==> src/rtl/package_settings.sv <==
// Shared widths for the ADC channel chain.
//   SIZE_FILTER_DATA : width of the signed trapezoidal shaper output
//   SIZE_TIMESTAMP   : width of the free-running sample timestamp
package package_settings;
  localparam int SIZE_FILTER_DATA = 16;
  localparam int SIZE_TIMESTAMP   = 32;
endpackage

==> src/rtl/peak_finder_params.sv <==
// Types and default constants for trap_peak_finder.
//   peak_state_t        : detector FSM states
//   DEFAULT_HYSTERESIS  : disarm offset below threshold
//   DEFAULT_HOLDOFF     : dead cycles after a pulse
//   DEFAULT_MAX_WIDTH   : pile-up width limit
//   sat_inc8()          : saturating 8-bit increment
package peak_finder_params;
  typedef enum logic [1:0] {
    ST_IDLE   = 2'd0,
    ST_RISE   = 2'd1,
    ST_REJECT = 2'd2,
    ST_HOLD   = 2'd3
  } peak_state_t;

  localparam int DEFAULT_HYSTERESIS = 16;
  localparam int DEFAULT_HOLDOFF    = 8;
  localparam int DEFAULT_MAX_WIDTH  = 64;

  function automatic logic [7:0] sat_inc8(input logic [7:0] v);
    return (v == 8'hFF) ? v : v + 8'd1;
  endfunction
endpackage

==> src/rtl/peak_out_reg.sv <==
// Single-entry valid/ready holding register for peak event records.
// A new event loads when the register is empty or is being accepted on the
// same edge; otherwise it is dropped and lost_count (saturating) increments.
// Ports:
//   clk, reset (async, active-low)
//   load, load_amplitude, load_time, load_width : event from the detector
//   peak_ready                                  : consumer accepts record
//   peak_valid, peak_amplitude, peak_time, peak_width : held record
//   lost_count                                  : dropped-event counter
module peak_out_reg
  import package_settings::*;
(
  input  logic                               clk,
  input  logic                               reset,
  input  logic                               load,
  input  logic signed [SIZE_FILTER_DATA-1:0] load_amplitude,
  input  logic        [SIZE_TIMESTAMP-1:0]   load_time,
  input  logic        [7:0]                  load_width,
  input  logic                               peak_ready,
  output logic                               peak_valid,
  output logic signed [SIZE_FILTER_DATA-1:0] peak_amplitude,
  output logic        [SIZE_TIMESTAMP-1:0]   peak_time,
  output logic        [7:0]                  peak_width,
  output logic        [15:0]                 lost_count
);

  logic accept;
  assign accept = peak_valid && peak_ready;

  always_ff @(posedge clk or negedge reset) begin
    if (!reset) begin
      peak_valid     <= 1'b0;
      peak_amplitude <= '0;
      peak_time      <= '0;
      peak_width     <= '0;
      lost_count     <= '0;
    end else if (load && (!peak_valid || accept)) begin
      peak_valid     <= 1'b1;
      peak_amplitude <= load_amplitude;
      peak_time      <= load_time;
      peak_width     <= load_width;
    end else begin
      if (accept) begin
        peak_valid <= 1'b0;
      end
      // Reaching here with load set means the register is full and not draining.
      if (load && (lost_count != 16'hFFFF)) begin
        lost_count <= lost_count + 16'd1;
      end
    end
  end

endmodule

==> src/rtl/trap_peak_finder.sv <==
// Pulse detector on the trapezoidal shaper output. Arms when a sample exceeds
// threshold, tracks the flat-top maximum, its timestamp and the pulse width,
// and disarms at threshold - HYSTERESIS, emitting one event record over a
// valid/ready handshake. A HOLD period of HOLDOFF cycles follows each pulse.
// Optional feature macro: PEAK_PILEUP_REJECT_EN (width-based pile-up reject).
// Ports:
//   clk, reset (async, active-low)
//   filter_data, threshold, enable   : sample stream and arming controls
//   peak_valid/peak_ready            : event handshake
//   peak_amplitude, peak_time, peak_width : event record
//   lost_count, pileup_count         : saturating statistics
//   busy                             : FSM not IDLE
module trap_peak_finder
  import package_settings::*;
  import peak_finder_params::*;
#(
  parameter int HYSTERESIS = DEFAULT_HYSTERESIS,
  parameter int HOLDOFF    = DEFAULT_HOLDOFF,
  parameter int MAX_WIDTH  = DEFAULT_MAX_WIDTH
) (
  input  logic                               clk,
  input  logic                               reset,
  input  logic signed [SIZE_FILTER_DATA-1:0] filter_data,
  input  logic signed [SIZE_FILTER_DATA-1:0] threshold,
  input  logic                               enable,
  output logic                               peak_valid,
  input  logic                               peak_ready,
  output logic signed [SIZE_FILTER_DATA-1:0] peak_amplitude,
  output logic        [SIZE_TIMESTAMP-1:0]   peak_time,
  output logic        [7:0]                  peak_width,
  output logic        [15:0]                 lost_count,
  output logic        [15:0]                 pileup_count,
  output logic                               busy
);

  localparam int W    = SIZE_FILTER_DATA;
  localparam int HC_W = $clog2(HOLDOFF + 2);

  peak_state_t                 state_reg, state_next;
  logic        [SIZE_TIMESTAMP-1:0] timestamp_reg;
  logic signed [W-1:0]         max_reg, max_next;
  logic        [SIZE_TIMESTAMP-1:0] max_time_reg, max_time_next;
  logic        [7:0]           width_reg, width_next;
  logic        [HC_W-1:0]      hold_cnt_reg, hold_cnt_next;
  logic                        emit;

  // Disarm level is one bit wider so a strongly negative threshold cannot wrap
  // to a large positive value and end every pulse on its first sample.
  logic signed [W:0] disarm_level;
  logic signed [W:0] sample_ext;
  logic              above, disarm, hold_done;

  assign disarm_level = $signed({threshold[W-1], threshold}) - $signed((W+1)'(HYSTERESIS));
  assign sample_ext   = $signed({filter_data[W-1], filter_data});
  assign above        = filter_data > threshold;
  assign disarm       = sample_ext <= disarm_level;
  // HOLDOFF of 0 or 1 both give a single HOLD cycle.
  assign hold_done    = (HOLDOFF <= 1) ? 1'b1 : (hold_cnt_reg == HC_W'(HOLDOFF - 1));

`ifdef PEAK_PILEUP_REJECT_EN
  logic       pileup_inc;
  logic [8:0] width_plus;
  logic [15:0] pileup_count_reg;
  assign width_plus = {1'b0, width_reg} + 9'd1;
`endif

  always_ff @(posedge clk or negedge reset) begin
    if (!reset) begin
      state_reg     <= ST_IDLE;
      timestamp_reg <= '0;
      max_reg       <= '0;
      max_time_reg  <= '0;
      width_reg     <= '0;
      hold_cnt_reg  <= '0;
    end else begin
      state_reg     <= state_next;
      timestamp_reg <= timestamp_reg + 1'b1;
      max_reg       <= max_next;
      max_time_reg  <= max_time_next;
      width_reg     <= width_next;
      hold_cnt_reg  <= hold_cnt_next;
    end
  end

  always_comb begin
    state_next    = state_reg;
    max_next      = max_reg;
    max_time_next = max_time_reg;
    width_next    = width_reg;
    hold_cnt_next = hold_cnt_reg;
    emit          = 1'b0;
`ifdef PEAK_PILEUP_REJECT_EN
    pileup_inc    = 1'b0;
`endif
    case (state_reg)
      ST_IDLE: begin
        if (enable && above) begin
          state_next    = ST_RISE;
          max_next      = filter_data;
          max_time_next = timestamp_reg;
          width_next    = 8'd1;
        end
      end
      ST_RISE: begin
        if (disarm) begin
          // End sample is neither counted nor compared against the maximum.
          state_next    = ST_HOLD;
          hold_cnt_next = '0;
          emit          = 1'b1;
        end else begin
          // Strict compare keeps the earliest sample of a flat top.
          if (filter_data > max_reg) begin
            max_next      = filter_data;
            max_time_next = timestamp_reg;
          end
          width_next = sat_inc8(width_reg);
`ifdef PEAK_PILEUP_REJECT_EN
          if (int'(width_plus) >= MAX_WIDTH) begin
            state_next = ST_REJECT;
            pileup_inc = 1'b1;
          end
`endif
        end
      end
`ifdef PEAK_PILEUP_REJECT_EN
      ST_REJECT: begin
        if (disarm) begin
          state_next    = ST_HOLD;
          hold_cnt_next = '0;
        end
      end
`endif
      ST_HOLD: begin
        if (hold_done) begin
          state_next = ST_IDLE;
        end else begin
          hold_cnt_next = hold_cnt_reg + 1'b1;
        end
      end
      default: state_next = ST_IDLE;
    endcase
  end

`ifdef PEAK_PILEUP_REJECT_EN
  always_ff @(posedge clk or negedge reset) begin
    if (!reset) begin
      pileup_count_reg <= '0;
    end else if (pileup_inc && (pileup_count_reg != 16'hFFFF)) begin
      pileup_count_reg <= pileup_count_reg + 16'd1;
    end
  end
  assign pileup_count = pileup_count_reg;
`else
  assign pileup_count = 16'd0;
`endif

  assign busy = (state_reg != ST_IDLE);

  peak_out_reg u_out (
    .clk            (clk),
    .reset          (reset),
    .load           (emit),
    .load_amplitude (max_reg),
    .load_time      (max_time_reg),
    .load_width     (width_reg),
    .peak_ready     (peak_ready),
    .peak_valid     (peak_valid),
    .peak_amplitude (peak_amplitude),
    .peak_time      (peak_time),
    .peak_width     (peak_width),
    .lost_count     (lost_count)
  );

endmodule
==> config.mk <==
export PLATFORM = sky130hd
export DESIGN_NAME = trap_peak_finder
export DESIGN_NICKNAME = d
export VERILOG_FILES = /design/src/rtl/package_settings.sv /design/src/rtl/peak_finder_params.sv /design/src/rtl/peak_out_reg.sv /design/src/rtl/trap_peak_finder.sv
export SDC_FILE = /design/constraint.sdc
export NUM_CORES = 1
export LEC_CHECK = 0
export ABC_AREA = 1
export CAP_MARGIN = 20
export CORE_MARGIN = 2
export CORE_UTILIZATION = 43
export CTS_CLUSTER_SIZE = 30
export DETAILED_ROUTE_END_ITERATION = 7
export GPL_ROUTABILITY_DRIVEN = 0
export PLACE_DENSITY_LB_ADDON = 0.1
export REMOVE_ABC_BUFFERS = 1
export SKIP_LAST_GASP = 1
export SYNTH_ARGS = -nofsm -noshare
export SYNTH_HDL_FRONTEND = slang
export SYNTH_SLANG_ARGS = --single-unit
==> constraint.sdc <==
create_clock -name clk -period 2.55 [get_ports clk]
set_clock_uncertainty 0.2 [all_clocks]
set_input_delay 0.255 -clock clk [delete_from_list [all_inputs] [get_ports clk]]
set_output_delay 0.255 -clock clk [all_outputs]
set_load 0.02 [all_outputs]
==> impl.org, run 1 <==
** Status
- The flow ran to the end, but the final reports show violations.
- Violations in the final reports :: setup timing

** Power and ir drop
- The share of total power dissipated in the clock network is 21.7%.
- NetSw :: slightly below 5000 uW
- Total power draw :: 12600 uW
- Internal power :: about 7600 uW
- Combinational Power Share :: 49.8%
- In this run, flip-flops and latches consume roughly 28% of the power.
- VDD sags by at most between 0.7 and 0.8 mV.
- In this run switching power makes up 39.5% of total power.
- PD cells :: between 1000 and 1500 nW/um2
- In this run the static leakage power is ~0.0064 uW.

** CTS
- CTS built an H-tree with a depth of 4.
- CTS tree :: done
- The clock passes through at most 2 buffers.
- The clock drives between 150 and 200 sinks.
- Number of clock buffers inserted by TritonCTS :: 17
- Clk_lat worst skew :: around 0.44 ns
- Buffer cell driving the clock tree root :: sky130_fd_sc_hd__clkbuf_16
- After clock tree synthesis, the clock-pin slew on the worst setup and hold paths is 0.07 ns.

** Layout
- Total number of nets in the final design :: around 1300
- Leading cell type in the layout, fill and taps excluded :: sky130_fd_sc_hd__nand2_1
- Relative to the synthesized area, the layout overhead comes to 43.0%.
- Fin util :: between 60% and 70%
- Cells with a size suffix above 1 make up 24.3% of the layout.
- Ant diodes :: 0
- Most used cells in the layout excluding fill and tap cells :: sky130_fd_sc_hd__nand2_1, sky130_fd_sc_hd__dfrtp_1, sky130_fd_sc_hd__clkdlybuf4s50_1

** Run
- Across the run, the number of max-cap violations was 0.

** Worst setup path
- Largest driver fanout on the critical path :: 6
- STA classifies the critical path startpoint as an input pin.
- Counting buffers and inverters, the worst setup path is 24 cells deep.
- Family with the most delay on the worst path :: simple AND/OR/NAND/NOR gates
- The most critical setup path has its startpoint at threshold[5].
- The number of buffers and inverters on the critical path is 6.
- Critical Path End :: max_reg[6]
- Critical path's slowest cell :: sky130_fd_sc_hd__ha_1
- Critical R2R Launch :: max_reg[15]
- For the worst setup path, the data arrival time is 3.04 ns.
- Critical Path End Type :: flop
- STA puts the critical path data required time at between 2 and 3 ns.
- Start-to-end type of the worst setup path :: in2reg
- Delay of the slowest critical-path stage :: slightly above 0.3 ns
- Among the stages of the critical path, the cell type that occurs most often is sky130_fd_sc_hd__nand2_2.
- In this run the critical register-to-register path is captured at max_reg[6].
- The worst register-to-register path has a setup slack of -0.14 ns.
- Number of cell instances on the worst register-to-register path :: 18
- The critical path goes through buf_8 > inv_8 > ha_4 > nand4_1 > nor3_2 > nand3_2 > xor2_1 > ha_1 > a21oi_2 > nor2_1 > nor2_1 > nand2_1 > nor2_2 > nand2_1 > nand2_2 > nand2_2 > nand2_4 > buf_6 > nand3_4 > buf_6 > buf_12 > buf_12 > nand2_4 > nand2_2.

** GRT
- Pin count of the biggest net entering global routing :: 65
- The total overflow left after global routing is 0.
- Overall global routing resource usage :: 22.1%
- First-pass GRT wire length :: about 38000 um
- The initial antenna violation count came to 0.
- The number of global-route vias before repair is around 7500.

** Detailed routing
- In this run the remaining antenna-violating nets after routing total 0.
- The first detailed-routing pass took 4 iterations.
- Final routed wire length divided by cell count :: roughly 15 um
- Detailed routing inserted a total of between 7000 and 8000 vias.
- Number of DRC markers after the initial detailed-route iteration :: about 350
- Summed over all layers, the routed wires come to between 20000 and 25000 um.
- In the routed design, unresolved DRC markers number 0.
- Via density :: just under 5

** Synthesis
- For this run, the number of Yosys warnings is 0.
- Synthesis instantiated 35 different standard cells from the library.
- The average instance in the mapped netlist occupies between 8 and 9 um2.
- Share of synthesized area occupied by flip-flops and latches :: around 48%
- Post-Syn Area :: 8770 um2
- Post-Syn Instances :: roughly 1100
- After synthesis the netlist holds a flip-flop and latch count of between 150 and 200.

** Timing
- Headroom to the max-slew limit came out at roughly 53%.
- The number of max-slew violations in the final report is 0.
- Min Clock Period, post-route :: 2.92 ns
- Hold Fails Final Rpt :: 0
- Worst Slack Setup Final :: -0.365 ns
- Setup repair after global routing could not meet its margin everywhere.
- Number of setup violations in the final report :: approximately 130
- After routing, the total negative slack on setup checks comes to -35.85 ns.
- Final critical-path share of the clock period :: 114%
- Final worst hold slack :: slightly above 0.1 ns
- Max Clk Rate :: roughly 340 MHz
- At the pin with the least slew margin, the transition time is ~0.70 ns.

** Floorplan
- From left edge to right edge, the die measures 147 um.
- Die area :: 21600 um2
- Starting Density :: a little over two fifths
- The core region is 20100 um2.
- During I/O placement, the number of pins put on the boundary was 126.
- Total number of placement rows :: 52
- The die is ~150 um tall.

** Hold path
- Tightest Hold Check Type :: in2async

** Place
- Total of buffers placed on input and output ports :: roughly 110
- Detailed placement finished with a half-perimeter wire length of approximately 14000 um.
- OpenSTA, run right after detailed placement, puts the worst setup slack at -1.27 ns.
per-stage QoR:
stage / std cells / instance area (um2)
global route: 1540 / 12500
finish: 1540 / 12500
floorplan: 1017 / 8500
detailed placement: 1462 / 10500
CTS: 1538 / 12300
global placement: 1462 / 10500
how the worst min path moves through the flow:
stage / startpoint / end / slack [ns] / cells after the start
floorplan: reset / hold_cnt_reg[0] / -0.24 / 0
global placement: reset / u_out.peak_amplitude[9] / 0.01 / 1
detailed placement: reset / u_out.peak_amplitude[9] / 0.01 / 1
CTS: reset / u_out.peak_amplitude[9] / 0.12 / 2
global route: reset / max_reg[9] / 0.16 / 2
finish: reset / max_reg[9] / 0.10 / 2
final cells by class:
class / count / area (um2)
Clock buffer: 17 / 425
Multi-Input combinational cell: 754 / 4530
Sequential cell: 167 / 4180
Clock inverter: 15 / 188
Inverter: 96 / 385
Fill cell: 1712 / 7560
Timing Repair Buffer: 221 / 2500
Tap cell: 270 / 338
metal layers:
layer	global-route usage [%]	vias to the layer above	routed length, um
met5	0	-	0
met4	5.53	0	305
met3	3.70	20	744
met2	37.2	129	11600
met1	30.0	3643	10900
li1	-	3800	-
power groups by stage:
| stage | Sequential, uW | Combinational (uW) | Clock, uW |
|---|---|---|---|
| detailed placement | 3570 | 4240 | 0 |
| finish | 3580 | 6270 | 2730 |
| CTS | 3550 | 6020 | 2770 |
| global route | 3650 | 6780 | 2910 |
| global placement | 3570 | 4190 | 0 |
| floorplan | 3840 | 1940 | 0 |
cells in the mapped netlist:
| cell | count | area share, % |
|---|---|---|
| sky130_fd_sc_hd__nor3_1 | 14 | 0.80 |
| sky130_fd_sc_hd__nand3_1 | 33 | 1.9 |
| sky130_fd_sc_hd__o41ai_1 | 1 | 0.10 |
| sky130_fd_sc_hd__nand2_2 | 3 | 0.21 |
| sky130_fd_sc_hd__nand3b_1 | 2 | 0.17 |
| sky130_fd_sc_hd__a21o_1 | 3 | 0.26 |
| sky130_fd_sc_hd__xor2_1 | 35 | 3.5 |
| sky130_fd_sc_hd__nor4_1 | 5 | 0.36 |
| sky130_fd_sc_hd__nor2_4 | 4 | 0.51 |
| sky130_fd_sc_hd__nor2_2 | 3 | 0.21 |
| sky130_fd_sc_hd__nand2_4 | 1 | 0.13 |
| sky130_fd_sc_hd__a31oi_1 | 2 | 0.14 |
| sky130_fd_sc_hd__o21ai_0 | 31 | 1.8 |
| sky130_fd_sc_hd__clkinv_1 | 1 | 0.043 |
| sky130_fd_sc_hd__clkbuf_1 | 12 | 0.51 |
| sky130_fd_sc_hd__nor3b_1 | 1 | 0.086 |
| sky130_fd_sc_hd__a21oi_1 | 21 | 1.2 |
| sky130_fd_sc_hd__buf_1 | 1 | 0.043 |
| sky130_fd_sc_hd__nor3_4 | 1 | 0.19 |
| sky130_fd_sc_hd__nand4_1 | 69 | 4.9 |
| sky130_fd_sc_hd__nand2_1 | 378 | 16 |
| sky130_fd_sc_hd__nor2_1 | 51 | 2.2 |
| sky130_fd_sc_hd__buf_2 | 14 | 0.80 |
| sky130_fd_sc_hd__a211oi_1 | 1 | 0.086 |
| sky130_fd_sc_hd__ha_1 | 50 | 7.1 |
| sky130_fd_sc_hd__inv_1 | 94 | 4.0 |
| sky130_fd_sc_hd__buf_4 | 23 | 2.0 |
| sky130_fd_sc_hd__conb_1 | 1 | 0.043 |
| sky130_fd_sc_hd__xnor2_1 | 16 | 1.6 |
| sky130_fd_sc_hd__dfrtp_1 | 167 | 48 |
| sky130_fd_sc_hd__buf_6 | 3 | 0.39 |
| sky130_fd_sc_hd__inv_2 | 1 | 0.043 |
| sky130_fd_sc_hd__nand3_2 | 2 | 0.23 |
| sky130_fd_sc_hd__o21ai_1 | 10 | 0.57 |
| sky130_fd_sc_hd__o21a_1 | 1 | 0.086 |
worst register-to-register path: stages (launching register included):
cell                      delay (ns)
sky130_fd_sc_hd__dfrtp_1        0.35
sky130_fd_sc_hd__inv_1          0.06
sky130_fd_sc_hd__ha_1           0.30
sky130_fd_sc_hd__nand2_1        0.06
sky130_fd_sc_hd__inv_1          0.06
sky130_fd_sc_hd__nand3_1        0.08
sky130_fd_sc_hd__nor2_1         0.21
sky130_fd_sc_hd__nand2_1        0.11
sky130_fd_sc_hd__nand2_1        0.06
sky130_fd_sc_hd__nand2_1        0.04
sky130_fd_sc_hd__nand2_1        0.05
sky130_fd_sc_hd__nand2_1        0.05
sky130_fd_sc_hd__nand2_1        0.25
sky130_fd_sc_hd__nand3_4        0.14
sky130_fd_sc_hd__buf_6          0.16
sky130_fd_sc_hd__buf_12         0.13
sky130_fd_sc_hd__buf_12         0.15
sky130_fd_sc_hd__nand2_4        0.06
sky130_fd_sc_hd__nand2_2        0.05
timing repair:
item / 4_1_cts / 5_1_grt
resized for setup: 197 / 90
endpoints found under the setup margin: 135 / 135
pin swaps: 36 / 16
cloned: 16 / 2
hold buffers: 1 / 0
buffers inserted: 29 / 5
endpoints found under the hold margin: 135 / 0
cells by family (layout without fill, tap and decap cells):
family	after synthesis	in the layout	synth area share, %
simple gates	567	567	28.1
fa+ha+maj	50	50	7.13
buf+inv	149	349	7.82
xor+xnor	51	51	5.09
flops	167	167	47.6
compound gates	70	70	4.21
other cells	1	16	0.0428
Note: power is estimated with default switching activity, not from simulation.
==> run 2, diff against run 1 <==
--- a/config.mk
+++ b/config.mk
@@ -9,7 +9,7 @@
 export CAP_MARGIN = 20
 export CORE_MARGIN = 2
 export CORE_UTILIZATION = 43
-export CTS_CLUSTER_SIZE = 30
+export CTS_CLUSTER_SIZE = 12
 export DETAILED_ROUTE_END_ITERATION = 7
 export GPL_ROUTABILITY_DRIVEN = 0
 export PLACE_DENSITY_LB_ADDON = 0.1
==> results of run 2 <==
The final DEF is identical to that of run 1; final timing and power are the same.
==> run 3, diff against run 2 <==
--- a/config.mk
+++ b/config.mk
@@ -6,13 +6,13 @@
 export NUM_CORES = 1
 export LEC_CHECK = 0
 export ABC_AREA = 1
-export CAP_MARGIN = 20
 export CORE_MARGIN = 2
 export CORE_UTILIZATION = 43
 export CTS_CLUSTER_SIZE = 12
 export DETAILED_ROUTE_END_ITERATION = 7
 export GPL_ROUTABILITY_DRIVEN = 0
 export PLACE_DENSITY_LB_ADDON = 0.1
+export RECOVER_POWER = 25
 export REMOVE_ABC_BUFFERS = 1
 export SKIP_LAST_GASP = 1
 export SYNTH_ARGS = -nofsm -noshare
==> impl.org, run 3 (synthesis results as in run 1) <==
** Power and ir drop
- Sequential Power Share :: approximately 28%
- Overall power consumption after layout is estimated at roughly 13000 uW.
- NetSw :: between 4000 and 5000 uW
- For this design the ratio of total power to cell area is 1000 nW/um2.
- Largest voltage drop on the vdd net :: between 0.7 and 0.8 mV
- Pleak :: 0.00641 uW
- Proportion of total power due to net switching :: 39.5%
- Combinational Power Share :: 49.8%
- Internal power comes to roughly 7600 uW.
- The clock network burns between 20 and 25% of the power.

** Worst setup path
- Launching element of the worst setup path :: threshold[5]
- The critical path goes through buf_8 > inv_8 > ha_4 > nand4_1 > nor3_2 > nand3_2 > xor2_1 > ha_1 > a21oi_2 > nor2_1 > nor2_1 > nand2_1 > nor2_2 > nand2_1 > nand2_2 > nand2_2 > nand2_4 > buf_6 > nand3_4 > buf_6 > buf_12 > buf_12 > nand2_4 > nand2_2.
- The most numerous cell type found on the critical path is sky130_fd_sc_hd__nand2_2.
- Start-to-end type of the worst setup path :: in2reg
- STA classifies the critical path startpoint as an input pin.
- Largest driver fanout on the critical path :: 6
- Worst Path Required :: between 2 and 3 ns
- For this run, the slowest stage of the critical path takes around 0.31 ns.
- For the worst setup path, the data arrival time is just over 3 ns.
- Critical Path End Type :: flop
- Critical path's slowest cell :: sky130_fd_sc_hd__ha_1
- Critical R2R Launch :: max_reg[15]

** Layout
- Area taken by flip-flops and latches :: between 4000 and 5000 um2
- Area of the multi-input gates :: between 4000 and 5000 um2
- Syn-to-layout area delta :: 42.8%
- Leading cell type in the layout, fill and taps excluded :: sky130_fd_sc_hd__nand2_1
- After filler insertion, the fill cell instance count of the layout stands at 1714.
- After the last flow step, the layout net total stands at 1343.
- Ant diodes :: 0
- In the final layout, the share of cells above drive strength 1 is between 20 and 25%.
- Most used cells in the layout excluding fill and tap cells :: sky130_fd_sc_hd__nand2_1, sky130_fd_sc_hd__dfrtp_1, sky130_fd_sc_hd__clkdlybuf4s50_1

** Timing
- Static timing analysis puts the maximum clock frequency at ~340 MHz.
- Setup violations remaining at the end of the flow were counted as around 130.
- In this run the tightest slew margin relative to its limit is 25.5%.
- Final worst hold slack :: about 0.26 ns
- Setup repair after global routing could not meet its margin everywhere.
- For the finished layout, the period the worst path requires is approximately 2.9 ns.
- The count of final hold-check violations was 0.
- Worst Slack Setup Final :: -0.365 ns
- For the pin with the worst max-slew slack, the measured transition is ~1.1 ns.
- The number of max-slew violations in the final report is 0.
- Dividing the final minimum period by the clock period gives 114%.

** Floorplan
- Placeable core region :: 20100 um2
- The floorplan step defined a die boundary enclosing between 20000 and 25000 um2.
- Die height :: 147 um
- Horiz. Die Dim :: roughly 150 um
- IO Pins :: 126
- Starting Density :: between 40% and 50%
- The floorplan has 52 rows.

** Hold path
- Tightest Hold Check Type :: in2reg
- Worst Min Path Start :: peak_ready

** CTS
- After clock tree synthesis, the clock-pin slew on the worst setup and hold paths is about 0.070 ns.
- Number of clock buffers inserted by TritonCTS :: 17
- Clk_lat worst skew :: 0.44 ns
- Clock tree synthesis found a total of 167 sinks.
- The tree is rooted in a sky130_fd_sc_hd__clkbuf_16.
- CTS tree :: done
- The clock passes through at most 2 buffers.
- The H-tree was split into 4 levels.

** Detailed routing
- Using the TritonRoute via totals, the vias-per-cell ratio works out to between 4 and 5.
- Final routed wire length divided by cell count :: 15.3 um
- The final layout contains routed wiring with a total length of ~24000 um.
- Detailed Routing Iterations Pass 1 :: 4
- In this run the remaining antenna-violating nets after routing total 0.
- Summing over every cut layer, the via total after detailed routing is ~7600.
- The detailed router finished its first iteration with approximately 330 violations.
- DRC violations left :: 0

** Status
- Violations in the final reports :: setup timing
- Status :: complete, but fails checks

** Place
- During placement, the flow inserted port buffers numbering approximately 110.
- Dpl hpwl :: 14200 um

** Run
- Across the run, the number of max-cap violations was 0.

** GRT
- After global routing the overflow that remains totals 0.
- The number of global-route vias before repair is about 7500.
- Pin count of the biggest net entering global routing :: between 60 and 70
- Number of antenna violations at the first check in global routing :: 0
- The first global-routing pass estimated approximately 38000 um of wire.
- Overall global routing resource usage :: approximately 22%
-- run 3: changes by cell type in the layout (fill, tap and decap cells not counted) --
cell	change
sky130_fd_sc_hd__buf_12	-1
sky130_fd_sc_hd__buf_6	-1
sky130_fd_sc_hd__clkbuf_2	+1
sky130_fd_sc_hd__clkbuf_4	+1
-- run 3: metal layers --
layer / global-route usage [%] / wire length [um]
met1: 30.0 / 10800
met2: 37.2 / 11600
met3: 3.70 / 795
met4: 5.53 / 306
met5: 0 / 0
-- run 3: final cells by class --
| cell class | count | share of cell area (%) |
|---|---|---|
| clock buffers | 17 | 3.40 |
| clock inverters | 15 | 1.50 |
| inverters | 96 | 3.08 |
| multi-input cells | 754 | 36.2 |
| flip-flops and latches | 167 | 33.4 |
| well taps | 270 | 2.70 |
| repair buffers | 221 | 19.8 |
-- run 3: worst paths after layout --
path | depth (start not counted) | to | slack, ns
worst max-delay path | 24 | max_reg[6] | -0.37
min in group asynchronous | 2 | max_reg[9] | 0.36
max in group asynchronous | 3 | u_out.peak_time[21] | 0.52
worst max register to register | 18 | max_reg[6] | -0.14
worst min-delay path | 2 | u_out.peak_valid | 0.26
worst min register to register | 2 | u_out.peak_time[3] | 0.28
-- run 3: critical path: cells and delay by family --
kind / cells / cell delay [ns]
AO/OA/AOI/OAI: 1 / 0.15
adder cells (fa/ha/maj): 2 / 0.43
buffers and inverters: 6 / 0.72
XOR/XNOR: 1 / 0.16
AND/OR/NAND/NOR: 14 / 1.32
-- run 3: power groups by stage --
| stage | Sequential, uW | Combinational (uW) | Clock, uW |
|---|---|---|---|
| 2_1_floorplan | 3840 | 1940 | 0 |
| 3_3_place_gp | 3570 | 4190 | 0 |
| 3_5_place_dp | 3570 | 4240 | 0 |
| 4_1_cts | 3550 | 6020 | 2770 |
| 5_1_grt | 3650 | 6770 | 2910 |
| 6_report | 3580 | 6260 | 2730 |
-- run 3: stage by stage --
step                      instance area [um2]  setup WS (ns)  std cells  util [%]  setup TNS, ns
final                                   12500         -0.365       1540      62.3         -35.73
after global routing                    12500         -0.625       1540      62.3         -70.15
after CTS                               12300         -0.396       1538      61.0         -45.22
after detailed placement                10500          -1.27       1462      52.4        -164.40
after global placement                  10500          -1.21       1462      52.4        -157.00
after floorplan                          8500          -1.52       1017         -        -187.76
-- run 3: timing repair --
| action | CTS | global route |
|---|---|---|
| gates resized for setup | 197 | 90 |
| endpoints found under the setup margin | 135 | 135 |
| gates cloned | 16 | 2 |
| pin swaps | 36 | 16 |
| hold buffers | 1 | 0 |
| hold endpoints to repair | 135 | 0 |
| setup buffers | 29 | 5 |
